$ cat src/rtl/vecmat_pack.sv
// vecmat_pack: packs a serial element stream into one wide vector for the reduction tree.
// Optional VECMAT_PACK_DBUF_EN selects a ping/pong bank pair so filling overlaps the consumer.
module vecmat_pack #(
  parameter int DATA_WIDTH = 16,
  parameter int VECT_DEPTH = 64,
  parameter int ARRAYSIZE  = 1024,
  parameter int CNT_W      = 7
) (
  input  logic                  clk,
  input  logic                  reset,
  input  logic                  in_valid,
  output logic                  in_ready,
  input  logic [DATA_WIDTH-1:0] in_data,
  input  logic                  in_last,
  output logic                  out_valid,
  input  logic                  out_ready,
  output logic [ARRAYSIZE-1:0]  out_vec,
  output logic [CNT_W-1:0]      out_count
);

  localparam int IDX_W = (VECT_DEPTH > 1) ? $clog2(VECT_DEPTH) : 1;
  localparam logic [IDX_W-1:0] LAST_IDX = IDX_W'(VECT_DEPTH - 1);

  logic [IDX_W-1:0] idx;
  logic             accept;
  logic             emit;
  logic             last_lane;

  assign accept    = in_valid & in_ready;
  assign emit      = out_valid & out_ready;
  assign last_lane = (idx == LAST_IDX) | in_last;

`ifdef VECMAT_PACK_DBUF_EN

  // Bank wr_sel fills while bank rd_sel is presented; both pointers simply
  // alternate, so a full write bank implies both banks are full.
  logic [1:0][VECT_DEPTH-1:0][DATA_WIDTH-1:0] banks;
  logic [1:0][CNT_W-1:0]                      cnt;
  logic [1:0]                                 full;
  logic                                       wr_sel;
  logic                                       rd_sel;

  assign in_ready  = reset & ~full[wr_sel];
  assign out_valid = full[rd_sel];
  assign out_vec   = banks[rd_sel];
  assign out_count = cnt[rd_sel];

  always_ff @(posedge clk) begin
    if (!reset) begin
      banks  <= '0;
      cnt    <= '0;
      full   <= '0;
      wr_sel <= 1'b0;
      rd_sel <= 1'b0;
      idx    <= '0;
    end else begin
      // An emitting bank is always full and a filling bank never is, so the
      // two updates below never touch the same bank in one cycle.
      if (emit) begin
        banks[rd_sel] <= '0;
        cnt[rd_sel]   <= '0;
        full[rd_sel]  <= 1'b0;
        rd_sel        <= ~rd_sel;
      end
      if (accept) begin
        banks[wr_sel][idx] <= in_data;
        if (last_lane) begin
          full[wr_sel] <= 1'b1;
          cnt[wr_sel]  <= CNT_W'(idx) + CNT_W'(1);
          wr_sel       <= ~wr_sel;
          idx          <= '0;
        end else begin
          idx <= idx + IDX_W'(1);
        end
      end
    end
  end

`else

  typedef enum logic {
    FILL = 1'b0,
    HOLD = 1'b1
  } state_t;

  state_t                                state;
  logic [VECT_DEPTH-1:0][DATA_WIDTH-1:0] lanes;

  assign in_ready = reset & (state == FILL);
  assign out_vec  = lanes;

  // NOTE: state is updated with non-blocking assignments so every register
  // samples pre-edge values regardless of statement order.
  always_ff @(posedge clk) begin
    if (!reset) begin
      state     <= FILL;
      idx       <= '0;
      // NOTE: the lane storage is reset (not left undefined) because unused
      // lanes must read as zero and a discarded partial vector must vanish.
      lanes     <= '0;
      out_valid <= 1'b0;
      out_count <= '0;
    end else begin
      case (state)
        FILL: begin
          if (accept) begin
            lanes[idx] <= in_data;
            if (last_lane) begin
              state     <= HOLD;
              out_valid <= 1'b1;
              out_count <= CNT_W'(idx) + CNT_W'(1);
            end else begin
              idx <= idx + IDX_W'(1);
            end
          end
        end
        HOLD: begin
          if (emit) begin
            state     <= FILL;
            idx       <= '0;
            lanes     <= '0;
            out_valid <= 1'b0;
            out_count <= '0;
          end
        end
        default: state <= FILL;
      endcase
    end
  end

`endif

endmodule
$ cat config.mk
export PLATFORM = sky130hd
export DESIGN_NAME = vecmat_pack
export DESIGN_NICKNAME = d
export VERILOG_FILES = /design/src/rtl/vecmat_pack.sv
export SDC_FILE = /design/constraint.sdc
export NUM_CORES = 2
export LEC_CHECK = 0
export ABC_AREA = 0
export CORE_AREA = 2 2 407 409
export DETAILED_ROUTE_END_ITERATION = 7
export DIE_AREA = 0 0 409 411
export GPL_TIMING_DRIVEN = 1
export SLEW_MARGIN = 0
export SYNTH_ARGS = -nofsm -noshare
export SYNTH_HDL_FRONTEND = slang
export SYNTH_SLANG_ARGS = --single-unit
$ cat constraint.sdc
create_clock -name clk -period 2.11 [get_ports clk]
set_clock_uncertainty 0.05 [all_clocks]
set_input_delay 0.633 -clock clk [delete_from_list [all_inputs] [get_ports clk]]
set_output_delay 0.633 -clock clk [all_outputs]
set_load 0.005 [all_outputs]
Word-level counts from Yosys, hierarchy flattened:

Cells that the tools add are included.

* mux-type cells: 22
* $add $sub $neg: 2
* magnitude comparators: 2
* equality and inequality tests: 5
* bitwise logic cells: 5
* reduce and logical (&&, ||, !) cells: 4

Operator list (number)
* $mux 1024: 2
* $pmux 1024 s2: 1
* $bwmux 1024: 1
* $demux 16 s6: 1
* $mux 7: 3
* $mux 6: 3
* $mux 16: 1
* $pmux 7 s2: 1
* $pmux 6 s2: 1
* $ne 2x2->1 const B: 4
* $add 6x1->7 const B: 1
* $lt 6x7->1 const B: 1
* $add 6x1->6 const B: 1
* $eq 6x6->1 const B: 1
* $ge 6x1->1 const B: 1
* $mux 1: 6
* $reduce_and 3->1: 2
* $pmux 1 s2: 2
* $and 1x1->1: 3
* $reduce_and 2->1: 1
* $logic_and 1x1->1: 1
* $not 1->1: 1
* $or 1x1->1: 1

* register bits after elaboration: 1039
* input bits: 21

Depth between registers and ports, before layout:

* depth in word-level cells: 7
* depth in mapped cells: 8
* depth with buffers taken out: 5

Worst setup path before layout:

No wires, ideal clock.

* path type: in2reg
* start: input port reset
* end: register lanes (netlist bit out_vec[821])
* stages: 8
* required time: 2001 ps
* arrival time: 1942 ps
* path buffers: 4
* slack: 58 ps
* cell sequence: buf_2 and3b_1 nand2b_1 buf_4 buf_6 a21oi_2 buf_4 a22o_1

* cells in the longest elaborated chain, start to end: 4

RTL lines
* from (decl): RTL line 10 `input logic reset,`
* $and 1x1->1: RTL line 89 `assign in_ready = reset & (state == FILL);`
* $and 1x1->1: RTL line 29 `assign accept = in_valid & in_ready;`
* $ne 2x2->1 (no source line)
* $reduce_and 2->1 (no source line)
* to (signal, indexed assignment): RTL line 107 `lanes[idx] <= in_data;`
* to (decl): RTL line 87 `logic [VECT_DEPTH-1:0][DATA_WIDTH-1:0] lanes;`

Several ways; a longest one is shown, not always the timed one.
A chain may end at the register's enable or synchronous reset.

Worst setup path after layout:

* start: register state
* end: output port in_ready

* cells in the longest elaborated chain, start to end: 2

RTL lines
* from (decl): RTL line 86 `state_t state;`
* from (signal assigned): RTL line 96 `state <= FILL;`
* from (signal assigned): RTL line 109 `state <= HOLD;`
* from (signal assigned): RTL line 119 `state <= FILL;`
* $not 1->1
* $and 1x1->1: RTL line 89
* to (decl): RTL line 12 `output logic in_ready,`

No other way between the ends.

==> summary.txt <==
Critical path
  – Critical Path AT: between 1 and 1.5 ns
  – WP data required: 1.43 ns
  – Crit-path max FO: 5
  – Critical path, cell by cell: buf_6 -> nor2_4 -> buf_12
  – Startpoint types: flip-flop
  – R2R Path End: out_vec[591]$_SDFFE_PN0P_
  – Critical Path Max Stage Delay: 0.39 ns
  – RR Startpoint: idx[1]$_SDFFE_PN0P_
  – Slowest cell on the critical path: dfxtp_4
  – Setup slack, reg-to-reg: 0.05 ns
  – Cells on worst reg2reg path: 7
  – Endpoint class of the critical path: output port
  – Setup CP Type: flip-flop to output port

Synthesis
  – Seq cells post-synth: roughly 1000
  – Synth top area cells: dfxtp_1, a22o_1, a21oi_2, buf_4, buf_2
  – Cell taking the most area after synthesis: dfxtp_1
  – Mean post-synth cell area: roughly 13 um2
  – XOR/XNOR Fraction of Synth Area: 0.05260%
  – Synth top cells by count: dfxtp_1, a22o_1, clkbuf_1
  – Synth top area share: 62.45%
  – Post-synthesis mux area share: 0.1240%
  – Synth warn: 0
  – Ys flop type: dfxtp_1
  – Post-synthesis adder-cell area fraction: 0.03757%
  – Sequential area share after synthesis: 62.45%
  – Main combinational cell family by area after synthesis: compound AO/OA/AOI/OAI gates
  – Post-synthesis cell area: between 30000 and 40000 um2
  – Synth cell types: 46
  – Post-synth EDFFs: 0
  – Syn Nets: 2673
  – Post-synth ARST share: 0%
  – Post-synthesis simple-gate area fraction: 2.273%
  – Compound-cell area share of the yosys netlist: a little under a third
  – Most frequent cell after synthesis: dfxtp_1
  – Mapped Cells: 2651

Drt
  – Via density: 4.718
  – DR WL met3: 12.53 mm
  – Post-route ant nets: 0
  – Met2 WL: 74.63 mm
  – Top sig layer: met5
  – DRT Wirelength: 158.8 mm
  – M1 WL: 65.10 mm
  – Drt pass-1 iters: 5
  – DR WL/cell: 26.09 um
  – Routed vias: between 20000 and 30000
  – DRC viols: 0
  – Initial DRC count: 2175

Clock network
  – CTS max path bufs: 3
  – Worst-skew pair later-pin latency: just over 0.7 ns
  – Reg clk slew, reported paths: 0.06 ns
  – CTS tree: done
  – TritonCTS buffer count: 106
  – CTS sink cnt: 1039
  – H-tree Lvls: 3
  – CTS Root Cell: clkbuf_16

Pwr
  – Pwr dens: 796.5 nW/um2
  – LEAKAGE: 23.61 nW
  – Power, Total: 41.49 mW
  – Max IR drop VDD: 0.0006650 V

STA
  – RSZ-0062 raised after global routing: yes
  – Setup ws final: -0.05388 ns
  – Final setup fails: 1
  – Slew Limit Fails: 0
  – Slew @ Worst Pin: about 0.8 ns
  – Maximum clock rate: roughly 460 MHz
  – Rel. slew slack: 46.76%
  – Final min period: 2.164 ns
  – Period utilisation layout: 102.6%
  – Final Hold Fails: 0

Worst hold path
  – Hold Path Depth: 3
  – Worst Hold End: state$_SDFF_PN0_
  – Worst hold path startpoint: reset
  – Tightest Hold Check Type: input pin to flip-flop

Die
  – Starting density of the core: around a fifth
  – Num rows: around 150
  – IO Pins: 1054
  – Core area: between 150000 and 200000 um2
  – Die Wd: 409 um
  – Die area: 168100 um2
  – Chip height: 411 um

Place
  – Port bufs: 1053
  – DP Wirelength: 113.6 mm
  – DP Worst Slack: -0.8847 ns
  – Routability Congestion: 0.8148

Global route
  – GRT Resource Usage Total: between 15 and 20%
  – Largest net degree at the start of global routing: 37
  – Initial antenna violation count: 8
  – Global route overflow: 0
  – Number of global-route vias before repair: 27610
  – First-pass GRT wire length: ~220 mm

Flow run
  – MaxCap Viol Count: 0

Final layout
  – Final layout net count: between 3000 and 4000
  – Area delta synth->final: 56.41%
  – Share of layout cells above drive strength 1: between 20 and 25%
  – Final core occ: between 30% and 40%

Status
  – Status: complete, but fails checks
  – Failing checks: setup timing
-- power by group --
part           internal, mW  switching [mW]  total, mW
registers              19.6          0.0259       19.7
clock network          11.3            8.37       19.7
logic                 0.726            1.41       2.13
total                  31.7            9.80       41.5
-- routing by layer --
layer	global-route usage (%)	vias up
li1	-	12440
met1	22.24	14480
met2	29.23	1464
met3	4.408	327
met4	7.813	8
met5	0	-
-- cells in the final DEF, fill, tap and decap left out, types with 34 or more instances in the layout --
| master | Yosys | layout |
|---|---|---|
| buf_4 | 67 | 156 |
| dfxtp_1 | 1039 | 902 |
| clkdlybuf4s15_2 | 0 | 53 |
| a21oi_2 | 63 | 40 |
| nor2_1 | 49 | 34 |
| clkdlybuf4s15_1 | 0 | 187 |
| dlygate4sd2_1 | 0 | 767 |
| dfxtp_2 | 0 | 128 |
| o21ai_0 | 44 | 37 |
| a22o_1 | 1024 | 1024 |
| clkbuf_16 | 0 | 107 |
| buf_12 | 0 | 137 |
-- sequential cells by signal (all words and copies together), names as in the netlist --
register   count
out_count      7
idx            6
out_valid      1
out_vec     1024
state          1
-- repair_timing --
action,4_1_cts,5_1_grt
setup buffers,2,1
setup endpoints to repair,1948,221
hold buffers,0,0
resized for setup,1572,48
pin swaps,1,2
gates cloned,0,1
-- layout make-up --
class / count / area, um2
well taps: 2189 / 2739
clock buffers: 150 / 3039
fillers: 16730 / 111800
multi-input cells: 1308 / 11180
flip-flops and latches: 1039 / 20990
inverters: 4 / 22.52
clock inverters: 47 / 610.6
repair buffers: 1350 / 13500
diodes: 1 / 2.502
-- critical path, delay by kind of cell (launching register included) --
family                 cells  cell delay, ns
flip-flops                 1            0.39
buffers and inverters      2            0.26
AND/OR/NAND/NOR            1            0.10
-- logic make-up after synthesis --
logic type,Yosys count
flip-flops,1039
AND/OR/NAND/NOR,131
AO/OA/AOI/OAI,1170
XOR/XNOR,2
adder cells (fa/ha/maj),1
multiplexers,4
buffers and inverters,304
-- worst max path at each step --
stage,cells past startpoint,slack (ns),to,from
after floorplan,8,0.06,out_vec[821]$_SDFFE_PN0P_,reset
after global placement,6,-0.86,out_vec[495]$_SDFFE_PN0P_,reset
after detailed placement,6,-0.88,out_vec[495]$_SDFFE_PN0P_,reset
after CTS,3,-0.18,in_ready,state$_SDFF_PN0_
after global routing,3,-0.15,in_ready,state$_SDFF_PN0_
final,3,-0.05,in_ready,state$_SDFF_PN0_
-- through the flow --
stage | area, um2 | hold slack, ns | cells | setup TNS (ns)
detailed placement | 48890 | 0.4030 | 5886 | -722.17
global placement | 48890 | 0.4047 | 5886 | -721.06
finish | 52090 | 0.3093 | 6088 | -0.05388
global route | 52090 | 0.2788 | 6087 | -0.1702
floorplan | 33300 | 0.4049 | 2651 | 0
CTS | 51930 | 0.3496 | 6085 | -0.1824
No activity file was read; power rests on OpenSTA's default activity.
